### src/rtl/mem_stage_ctrl.sv
`default_nettype none
// ============================================================================
// Module      : mem_stage_ctrl
// Description : MEM-stage controller. Consumes the EX/MEM pipeline register,
//               runs data-memory loads/stores over a req/ack handshake with a
//               variable-latency memory (stalling upstream until the access
//               completes), resolves the branch decision for IF and drives
//               the MEM/WB register contents.
// Revision    : 1.0 - initial release
// ----------------------------------------------------------------------------
// Ports:
//   clk, reset            clock, synchronous active-high reset
//   ALU_data_in           EX/MEM ALU result (also memory address)
//   rd_data_in            EX/MEM store data
//   branch_target_in      EX/MEM branch target
//   zero_in               EX/MEM zero flag
//   MemtoReg_in .. MemWrite_in, Rd_in   EX/MEM controls / destination reg
//   mem_req/mem_we/mem_addr/mem_wdata   registered memory request side
//   mem_rdata/mem_ack     memory response (ack is a one-cycle pulse)
//   mem_stall             hold PC, IF/ID, ID/EX, EX/MEM
//   PCSrc                 branch taken
//   branch_target_out     passthrough of branch_target_in
//   read_data_out, ALU_data_out, MemtoReg_out, regwrite_out, MEM_WB_rd
//                         MEM/WB register contents
//   mem_err               sticky error (timeout or read+write conflict)
// ============================================================================
module mem_stage_ctrl #(
    parameter int ADDR_W  = 8,
    parameter int TIMEOUT = 16
) (
    input  logic              clk,
    input  logic              reset,
    input  logic [63:0]       ALU_data_in,
    input  logic [63:0]       rd_data_in,
    input  logic [7:0]        branch_target_in,
    input  logic              zero_in,
    input  logic              MemtoReg_in,
    input  logic              regwrite_in,
    input  logic              branch_in,
    input  logic              MemRead_in,
    input  logic              MemWrite_in,
    input  logic [4:0]        Rd_in,
    output logic              mem_req,
    output logic              mem_we,
    output logic [ADDR_W-1:0] mem_addr,
    output logic [63:0]       mem_wdata,
    input  logic [63:0]       mem_rdata,
    input  logic              mem_ack,
    output logic              mem_stall,
    output logic              PCSrc,
    output logic [7:0]        branch_target_out,
    output logic [63:0]       read_data_out,
    output logic [63:0]       ALU_data_out,
    output logic              MemtoReg_out,
    output logic              regwrite_out,
    output logic [4:0]        MEM_WB_rd,
    output logic              mem_err
);

    localparam int c_CNT_W = (TIMEOUT > 1) ? $clog2(TIMEOUT) : 1;
    localparam logic [c_CNT_W-1:0] c_CNT_LAST = c_CNT_W'(TIMEOUT - 1);
    localparam logic [c_CNT_W-1:0] c_CNT_ONE  = c_CNT_W'(1);

    localparam logic [1:0] c_ST_IDLE   = 2'd0;
    localparam logic [1:0] c_ST_ACCESS = 2'd1;
    localparam logic [1:0] c_ST_DONE   = 2'd2;

    logic [1:0]         r_state;
    logic [1:0]         w_state_nxt;

    logic               w_mem_op;
    logic               w_timeout;

    // memory request side
    logic               r_mem_req;
    logic               r_mem_we;
    logic [ADDR_W-1:0]  r_mem_addr;
    logic [63:0]        r_mem_wdata;
    logic [c_CNT_W-1:0] r_cnt;
    logic               r_mem_err;

    // instruction latched at the IDLE decision, replayed into MEM/WB in DONE
    logic [63:0]        r_lat_alu;
    logic [4:0]         r_lat_rd;
    logic               r_lat_memtoreg;
    logic               r_lat_regwrite;
    logic [63:0]        r_cap_rdata;

    // MEM/WB register
    logic [63:0]        r_wb_rdata;
    logic [63:0]        r_wb_alu;
    logic               r_wb_memtoreg;
    logic               r_wb_regwrite;
    logic [4:0]         r_wb_rd;

    assign w_mem_op  = MemRead_in | MemWrite_in;
    assign w_timeout = (r_cnt == c_CNT_LAST);

    // ------------------------------------------------------------------
    // State register
    // ------------------------------------------------------------------
    always_ff @(posedge clk) begin
        if (reset) begin
            r_state <= c_ST_IDLE;
        end else begin
            r_state <= w_state_nxt;
        end
    end

    // ------------------------------------------------------------------
    // Next-state logic
    // ------------------------------------------------------------------
    always_comb begin
        w_state_nxt = r_state;
        case (r_state)
            c_ST_IDLE: begin
                if (w_mem_op) begin
                    w_state_nxt = c_ST_ACCESS;
                end
            end
            c_ST_ACCESS: begin
                if (mem_ack || w_timeout) begin
                    w_state_nxt = c_ST_DONE;
                end
            end
            c_ST_DONE: begin
                w_state_nxt = c_ST_IDLE;
            end
            default: begin
                w_state_nxt = c_ST_IDLE;
            end
        endcase
    end

    // ------------------------------------------------------------------
    // Combinational outputs. DONE drops the stall so the upstream registers
    // advance on the same edge that retires the memory instruction; this
    // keeps the stalled instruction from being seen twice by IDLE.
    // ------------------------------------------------------------------
    always_comb begin
        mem_stall = 1'b0;
        PCSrc     = 1'b0;
        case (r_state)
            c_ST_IDLE: begin
                mem_stall = w_mem_op;
                PCSrc     = ~w_mem_op & branch_in & zero_in;
            end
            c_ST_ACCESS: begin
                mem_stall = 1'b1;
            end
            default: begin
                mem_stall = 1'b0;
                PCSrc     = 1'b0;
            end
        endcase
    end

    // ------------------------------------------------------------------
    // Datapath: memory request, latched instruction, MEM/WB register
    // ------------------------------------------------------------------
    always_ff @(posedge clk) begin
        if (reset) begin
            r_mem_req      <= 1'b0;
            r_mem_we       <= 1'b0;
            r_mem_addr     <= '0;
            r_mem_wdata    <= '0;
            r_cnt          <= '0;
            r_mem_err      <= 1'b0;
            r_lat_alu      <= '0;
            r_lat_rd       <= '0;
            r_lat_memtoreg <= 1'b0;
            r_lat_regwrite <= 1'b0;
            r_cap_rdata    <= '0;
            r_wb_rdata     <= '0;
            r_wb_alu       <= '0;
            r_wb_memtoreg  <= 1'b0;
            r_wb_regwrite  <= 1'b0;
            r_wb_rd        <= '0;
        end else begin
            case (r_state)
                c_ST_IDLE: begin
                    if (w_mem_op) begin
                        r_lat_alu      <= ALU_data_in;
                        r_lat_rd       <= Rd_in;
                        r_lat_memtoreg <= MemtoReg_in;
                        r_lat_regwrite <= regwrite_in;
                        r_cap_rdata    <= '0;
                        r_mem_addr     <= ALU_data_in[ADDR_W-1:0];
                        r_mem_wdata    <= rd_data_in;
                        // a simultaneous read+write is issued as a write
                        r_mem_we       <= MemWrite_in;
                        r_mem_req      <= 1'b1;
                        r_cnt          <= '0;
                        if (MemRead_in && MemWrite_in) begin
                            r_mem_err <= 1'b1;
                        end
                        r_wb_rdata     <= '0;
                        r_wb_alu       <= '0;
                        r_wb_memtoreg  <= 1'b0;
                        r_wb_regwrite  <= 1'b0;
                        r_wb_rd        <= '0;
                    end else begin
                        r_wb_rdata     <= '0;
                        r_wb_alu       <= ALU_data_in;
                        r_wb_memtoreg  <= MemtoReg_in;
                        r_wb_regwrite  <= regwrite_in;
                        r_wb_rd        <= Rd_in;
                    end
                end
                c_ST_ACCESS: begin
                    r_wb_rdata    <= '0;
                    r_wb_alu      <= '0;
                    r_wb_memtoreg <= 1'b0;
                    r_wb_regwrite <= 1'b0;
                    r_wb_rd       <= '0;
                    if (mem_ack) begin
                        if (!r_mem_we) begin
                            r_cap_rdata <= mem_rdata;
                        end
                        r_mem_req <= 1'b0;
                    end else if (w_timeout) begin
                        // aborted access: retire the instruction harmlessly
                        r_mem_req      <= 1'b0;
                        r_mem_err      <= 1'b1;
                        r_cap_rdata    <= '0;
                        r_lat_regwrite <= 1'b0;
                    end else begin
                        r_cnt <= r_cnt + c_CNT_ONE;
                    end
                end
                c_ST_DONE: begin
                    r_wb_rdata    <= r_cap_rdata;
                    r_wb_alu      <= r_lat_alu;
                    r_wb_memtoreg <= r_lat_memtoreg;
                    r_wb_regwrite <= r_lat_regwrite;
                    r_wb_rd       <= r_lat_rd;
                end
                default: begin
                    r_mem_req <= 1'b0;
                end
            endcase
        end
    end

    assign mem_req           = r_mem_req;
    assign mem_we            = r_mem_we;
    assign mem_addr          = r_mem_addr;
    assign mem_wdata         = r_mem_wdata;
    assign mem_err           = r_mem_err;
    assign branch_target_out = branch_target_in;
    assign read_data_out     = r_wb_rdata;
    assign ALU_data_out      = r_wb_alu;
    assign MemtoReg_out      = r_wb_memtoreg;
    assign regwrite_out      = r_wb_regwrite;
    assign MEM_WB_rd         = r_wb_rd;

endmodule
`default_nettype wire

### config.mk
export PLATFORM = sky130hd
export DESIGN_NAME = mem_stage_ctrl
export DESIGN_NICKNAME = d
export VERILOG_FILES = /design/src/rtl/mem_stage_ctrl.sv
export SDC_FILE = /design/constraint.sdc
export NUM_CORES = 1
export LEC_CHECK = 0
export ABC_CLOCK_PERIOD_IN_PS = 2450
export CORE_UTILIZATION = 46
export CTS_CLUSTER_DIAMETER = 30
export DETAILED_ROUTE_END_ITERATION = 12
export PLACE_DENSITY_LB_ADDON = 0.3
export SLEW_MARGIN = 30
export SYNTH_ARGS = -nofsm -noshare
export SYNTH_HDL_FRONTEND = slang
export SYNTH_SLANG_ARGS = --single-unit
### constraint.sdc
create_clock -name clk -period 2.45 [get_ports clk]
set_clock_uncertainty 0.2 [all_clocks]
set_input_delay 0.3675 -clock clk [delete_from_list [all_inputs] [get_ports clk]]
set_output_delay 0.3675 -clock clk [all_outputs]
set_load 0.1 [all_outputs]
==> results of run 1 <==
[state kept, by name (all words and copies together) (netlist names)]
signal and flops:
r_lat_memtoreg 1, mem_we 1, read_data_out 64, MemtoReg_out 1, r_state 2, ALU_data_out 64, r_cnt 4, r_cap_rdata 64
r_lat_rd 5, MEM_WB_rd 5, mem_wdata 64, r_lat_alu 57, mem_req 1, mem_err 1, mem_addr 7, r_lat_regwrite 1
regwrite_out 1
[kinds of logic (layout without fill, tap and decap cells)]
group                    Yosys count  in the layout  share of synthesized area [%]
buffers and inverters            161            588                           5.67
adder cells (fa/ha/maj)            5              5                          0.473
AND/OR/NAND/NOR                  769            769                           26.3
other                              0              4                              0
flip-flops                       343            343                           52.0
multiplexers                       1              1                         0.0757
AO/OA/AOI/OAI                    349            349                           15.5
[what timing repair did]
action,in CTS,in global routing
endpoints found under the setup margin,2,2
endpoints found under the hold margin,19,0
pin swaps,0,2
setup buffers,1,2
gates resized for setup,4,6
hold buffers,1,0
[layer usage]
layer	global-route usage, %	part of all wire (%)	wire length, µm	vias up
li1	-	-	-	6240
met1	29.4	38	15100	6008
met2	42.9	49	19200	528
met3	8.67	9.6	3800	93
met4	12.3	3.4	1360	0
met5	0	0	0	-
[synthesized netlist by cell type (all sizes together) (60+ instances only)]
cell type  count  area share (%)
dfxtp        343              52
nand2        341             9.7
a21oi        203             7.7
nor2         136             3.9
clkbuf        99             2.8
nor3          73             2.8
nor2b         72             3.4
a221oi        71             4.7
nand2b        66             3.1
nand3         66             2.5
o21ai         65             2.5
buf           60             2.8
[tightest hold or removal path: cells and delay by family]
family / cells / cell delay [ns]
buffers and inverters: 1 / 0.39
AND/OR/NAND/NOR: 1 / 0.06
AO/OA/AOI/OAI: 1 / 0.05
[cell type report]
type | instances | area [µm²]
antenna | 4 | 10.0
clock buffer | 84 | 1870
clock inverter | 38 | 546
fill | 2109 | 8280
inverter | 2 | 10.0
multi-input combinational | 1124 | 5690
sequential | 343 | 6870
tap | 378 | 473
timing repair buffer | 464 | 4270
[report_power, final]
part	switching (mW)	internal (mW)
clock network	2.98	6.68
logic	2.89	1.22
registers	0.203	5.97
total	6.07	13.9
[stage by stage]
step / power (mW) / hold slack (ns) / util [%] / setup WS (ns) / TNS (ns)
final: 19.9 / 0.178 / 70.5 / 0.0770 / 0
after global routing: 20.6 / 0.165 / 70.4 / -0.00196 / -0.00196
after CTS: 20.0 / 0.152 / 70.3 / -0.0377 / -0.0618
after detailed placement: 10.3 / 0.246 / 61.5 / 0.0145 / 0
after global placement: 10.3 / 0.241 / 61.5 / 0.0549 / 0
after floorplan: 9.16 / 0.236 / - / 0.117 / 0
[path summary, 6_finish.rpt]
path	start	to	slack [ns]	cells after the start
max	r_state[0]	PCSrc	0.08	5
min	mem_rdata[47]	r_cap_rdata[47]	0.18	3
max reg2reg	r_state[0]	r_cap_rdata[28]	0.27	10
min reg2reg	r_lat_alu[27]	r_lat_alu[27]	0.25	2
==> impl_results.md, run 1 <==
- CP peak stage delay: 0.36 ns
- CP Capture Type: output pin
- Leak: 8.07 nW
- # nets final: 2,223
- Slew headroom: 62.8%
- Final setup vio count: 0
- Final non-filler cell total: 2,437
- Most frequent cells in the layout: dfxtp_1, nand2_1, buf_4, clkdlybuf4s50_1, a21oi_1
- Final Cycle Share: 96.9%
- DRT Pass-1 Iters: 5
- Largest net degree at the start of global routing: 105
- Port Buf Inserts: 417
- WP data required: 1.88 ns
- Post-Syn Area: 0.0132 mm²
- Ys Warns: 0
- Async set-reset flop share out of synthesis: 0%
- Routability cong.: 0.797
- Register bit total from synthesis: 343
- Initial antenna violation count: 2
- CP max FO: 5
- Worst Tran Pin Value: 0.558 ns
- Detailed placement HPWL: 24.9 mm
- Max-cap violations: 0
- Vias in the first global route: 12,177
- Critical path class: reg2out
- GRT Total Usage: 25.7%
- Final hold vios: 0
- Area Growth Syn to Fin: 49.3%
- Top_reg_cell synth: dfxtp_1
- Sequential area share after synthesis: 52.0%
- Area post-placement: 0.0172 mm²
- Root Driver: clkbuf_16
- Die outline area: 0.0294 mm²
- Cell variety after synth: 41
- Outcome: complete, no violations
- Max-slew violation count: 0
- First-pass GRT wire length: 60.8 mm
- Most common cell after layout, fill and taps aside: dfxtp_1
- Largest delay share family, worst path: simple AND/OR/NAND/NOR gates
- Drt via density: 5.28
- H-tree levels: 3
- Vias: 12,869
- Number of synthesized flops with an enable pin: 0
- Post-route ant nets: 0
- Layout cells sized above 1: 19.1%
- Mean Syn Cell Area: 8.12 µm²
- Crit-path cells: inv_4 > ha_4 > nor3b_4 > and3_4 > buf_12
- Worst min path class: in2reg
- Clock latency on the worst-skew pair: 0.54 ns
- Cell Count Post-Placement: 2,307
- Post-route minimum period: 2.37 ns
- Post-route design area: 0.0197 mm²
- Initial Util: 47.2%
- Drt initial violations: 836
- Grt total ovfl: 0
- Max VDD drop: 0.000670 V
- Fmax: 0.421 GHz
- Routed len/inst: 16.2 µm
- DIE HEIGHT: 171 µm
- CP bufs+invs: 2
- CTS tree: yes
- Max stage delay cell, worst path: dfxtp_4
- Final wirelength: 39.5 mm
- P per Cell Area: 1010 mW/mm²
- CP Data Arrival Time: 1.81 ns
- Core ar.: 0.0280 mm²
- Die W: 171 µm
- Cells after synthesis: 1,628
- Boundary Pins: 434
- CTS Sinks: 343
- Clock transition at path regs: 0.05 ns
- CP startpoint kind: flip-flop
- Site row count: 61
- Residual DRC: 0
- Num CTS Buffers: 69
- Max Buffers Root-to-Sink: 3
- Mapped Nets: 1,847
Power figures use the tool's default switching activity.
==> run 2: changes to the inputs <==
--- a/config.mk
+++ b/config.mk
@@ -6,7 +6,7 @@
 export NUM_CORES = 1
 export LEC_CHECK = 0
 export ABC_CLOCK_PERIOD_IN_PS = 2450
-export CORE_UTILIZATION = 46
+export CORE_UTILIZATION = 45
 export CTS_CLUSTER_DIAMETER = 30
 export DETAILED_ROUTE_END_ITERATION = 12
 export PLACE_DENSITY_LB_ADDON = 0.3
==> run 2 against run 1 <==
Sequential share of layout area is 0.37 points lower. Clock power is 6% higher. Non-clock buffer count is 3 lower. Critical endpoint unchanged. Total power is 2.8% higher. Critical path type unchanged.
==> impl_results.md, run 2 (synthesized netlist as in run 1, its figures left out) <==
- Area Growth Syn to Fin: 50.9% (was 49.3%)
- Die W: 173 µm (was 171 µm)
- Worst min path class: in2reg (unchanged)
- Post-route design area: 0.0199 mm² (was 0.0197 mm²)
- Initial antenna violation count: 4 (was 2)
- Die outline area: 0.0301 mm² (was 0.0294 mm²)
- Final wirelength: 39.6 mm (was 39.5 mm)
- H-tree levels: 3 (unchanged)
- Pre-CTS WS: 0.139 ns (was 0.0145 ns)
- CTS Sinks: 343 (unchanged)
- Drt via density: 5.26 (was 5.28)
- Vias: 12,871 (was 12,869)
- Final Cycle Share: 96.1% (was 96.9%)
- Max VDD drop: 0.000631 V (was 0.000670 V)
- FILL cells: 2,234 (was 2,109)
- Finished Core Util: 69.3% (was 70.5%)
- Crit path from: r_state[0] (unchanged)
- Core ar.: 0.0288 mm² (was 0.0280 mm²)
- CP startpoint kind: flip-flop (unchanged)
- Clock latency on the worst-skew pair: 0.55 ns (was 0.54 ns)
- Residual DRC: 0 (unchanged)
- Final hold vios: 0 (unchanged)
- Most common cell after layout, fill and taps aside: dfxtp_1 (unchanged)
- Most frequent cells in the layout: dfxtp_1, nand2_1, buf_4, clkdlybuf4s50_1, a21oi_1 (unchanged)
- First-pass GRT wire length: 63.5 mm (was 60.8 mm)
- Fmax: 0.425 GHz (was 0.421 GHz)
- Largest net degree at the start of global routing: 82 (was 105)
- Drt initial violations: 973 (was 836)
- Vias in the first global route: 12,549 (was 12,177)
- Clock transition at path regs: 0.04 ns (was 0.05 ns)
- Max-slew violation count: 0 (unchanged)
- DIE HEIGHT: 173 µm (was 171 µm)
- Worst Min Path Start: rd_data_in[17] (was mem_rdata[47])
- WP data required: 1.88 ns (about the same)
- CP Data Arrival Time: 1.79 ns (was 1.81 ns)
- Grt total ovfl: 0 (unchanged)
- Final worst slack: 0.0963 ns (was 0.0770 ns)
- P per Cell Area: 1030 mW/mm² (was 1010 mW/mm²)
- Worst Tran Pin Value: 0.739 ns (was 0.558 ns)
- CP max FO: 3 (was 5)
- Detailed placement HPWL: 25.2 mm (was 24.9 mm)
- Port Buf Inserts: 417 (unchanged)
- Register-to-register path setup slack: 0.19 ns (was 0.27 ns)
- Post-route ant nets: 0 (unchanged)
- Max Buffers Root-to-Sink: 3 (unchanged)
- Initial Util: 45.9% (was 47.2%)
- Slew headroom: 50.7% (was 62.8%)
- Routed len/inst: 16.2 µm (about the same)
- CP Capture Type: output pin (unchanged)
- Area post-placement: 0.0173 mm² (was 0.0172 mm²)
- CTS tree: yes (unchanged)
- Hold Worst Slack: 0.170 ns (was 0.178 ns)
- Layout cells sized above 1: 19.1% (about the same)
- Max-cap violations: 0 (unchanged)
- Final setup vio count: 0 (unchanged)
- Routability cong.: 0.817 (was 0.797)
- Leak: 8.15 nW (was 8.07 nW)
- Post-route minimum period: 2.35 ns (was 2.37 ns)
- Site row count: 62 (was 61)
- DRT Pass-1 Iters: 7 (was 5)
- # nets final: 2,223 (unchanged)
- Root Driver: clkbuf_16 (unchanged)
- Critical path class: reg2out (unchanged)
- GRT Total Usage: 25.6% (was 25.7%)
- Num CTS Buffers: 72 (was 69)
- Outcome: complete, no violations (unchanged)
- FF-to-FF Start: r_state[0] (unchanged)
- Boundary Pins: 434 (unchanged)
-- run 2: cell count changes in the layout (fill, tap and decap cells not counted), moves of 2 or more --
cell | previous run | this run
ha_1 | 1 | 3
clkinv_4 | 0 | 3
inv_16 | 0 | 2
buf_4 | 237 | 228
clkinv_2 | 15 | 12
clkbuf_16 | 70 | 74
inv_6 | 1 | 3
buf_12 | 21 | 27
clkinv_8 | 3 | 1
-- run 2: path summary, 6_finish.rpt --
| path | endpoint | cells after the start |
|---|---|---|
| setup / recovery | PCSrc | 5 |
| hold / removal | mem_wdata[17] | 3 |
| setup reg to reg | ALU_data_out[2] | 6 |
| hold reg to reg | mem_wdata[6] | 2 |
-- run 2: metal layers --
layer  vias up  global-route usage (%)  share of wire (%)
li1       6243                       -                  -
met1      5981                    29.4                 39
met2       525                    43.5                 49
met3       120                    7.41                8.1
met4         2                    12.7                4.0
met5         -                       0              0.033
-- run 2: what timing repair did --
item	4_1_cts	5_1_grt
resized for setup	2	3
setup endpoints to repair	2	2
hold endpoints to repair	14	0
hold buffers	1	0
setup buffers	1	0
-- run 2: critical path, stage by stage, from the launching register on --
cell and delay [ns]:
dfxtp_4 0.35, inv_2 0.08, ha_1 0.17, nor3b_4 0.24
and3_4 0.23, buf_12 0.17
-- run 2: through the flow --
stage	setup TNS (ns)	power [mW]	std cells
global route	-0.00396	21.2	2446
CTS	0	20.6	2444
floorplan	0	9.16	1628
global placement	0	10.3	2312
detailed placement	0	10.3	2312
finish	0	20.5	2447
-- run 2: layout make-up --
class                           instances  area, µm²  share of cell area, %
Tap cell                              384        480                   2.41
Sequential cell                       343       6870                   34.4
Timing Repair Buffer                  461       4320                   21.7
Clock buffer                           89       1980                   9.92
Multi-Input combinational cell       1124       5670                   28.4
Antenna cell                            3       7.51                 0.0376
Inverter                                2       7.51                 0.0376
Clock inverter                         41        612                   3.07
-- run 2: power by group --
part	total [mW]	switching, mW	internal, mW
logic	4.10	2.88	1.22
registers	6.18	0.204	5.97
clock network	10.2	3.12	7.11
total	20.5	6.21	14.3
==> run 3: changes to the inputs <==
--- a/config.mk
+++ b/config.mk
@@ -5,10 +5,10 @@
 export SDC_FILE = /design/constraint.sdc
 export NUM_CORES = 1
 export LEC_CHECK = 0
-export ABC_CLOCK_PERIOD_IN_PS = 2450
 export CORE_UTILIZATION = 45
 export CTS_CLUSTER_DIAMETER = 30
 export DETAILED_ROUTE_END_ITERATION = 12
+export HOLD_SLACK_MARGIN = 0.08
 export PLACE_DENSITY_LB_ADDON = 0.3
 export SLEW_MARGIN = 30
 export SYNTH_ARGS = -nofsm -noshare
==> results of run 3 <==
No change in the layout: final DEF, timing and power equal those of run 2.
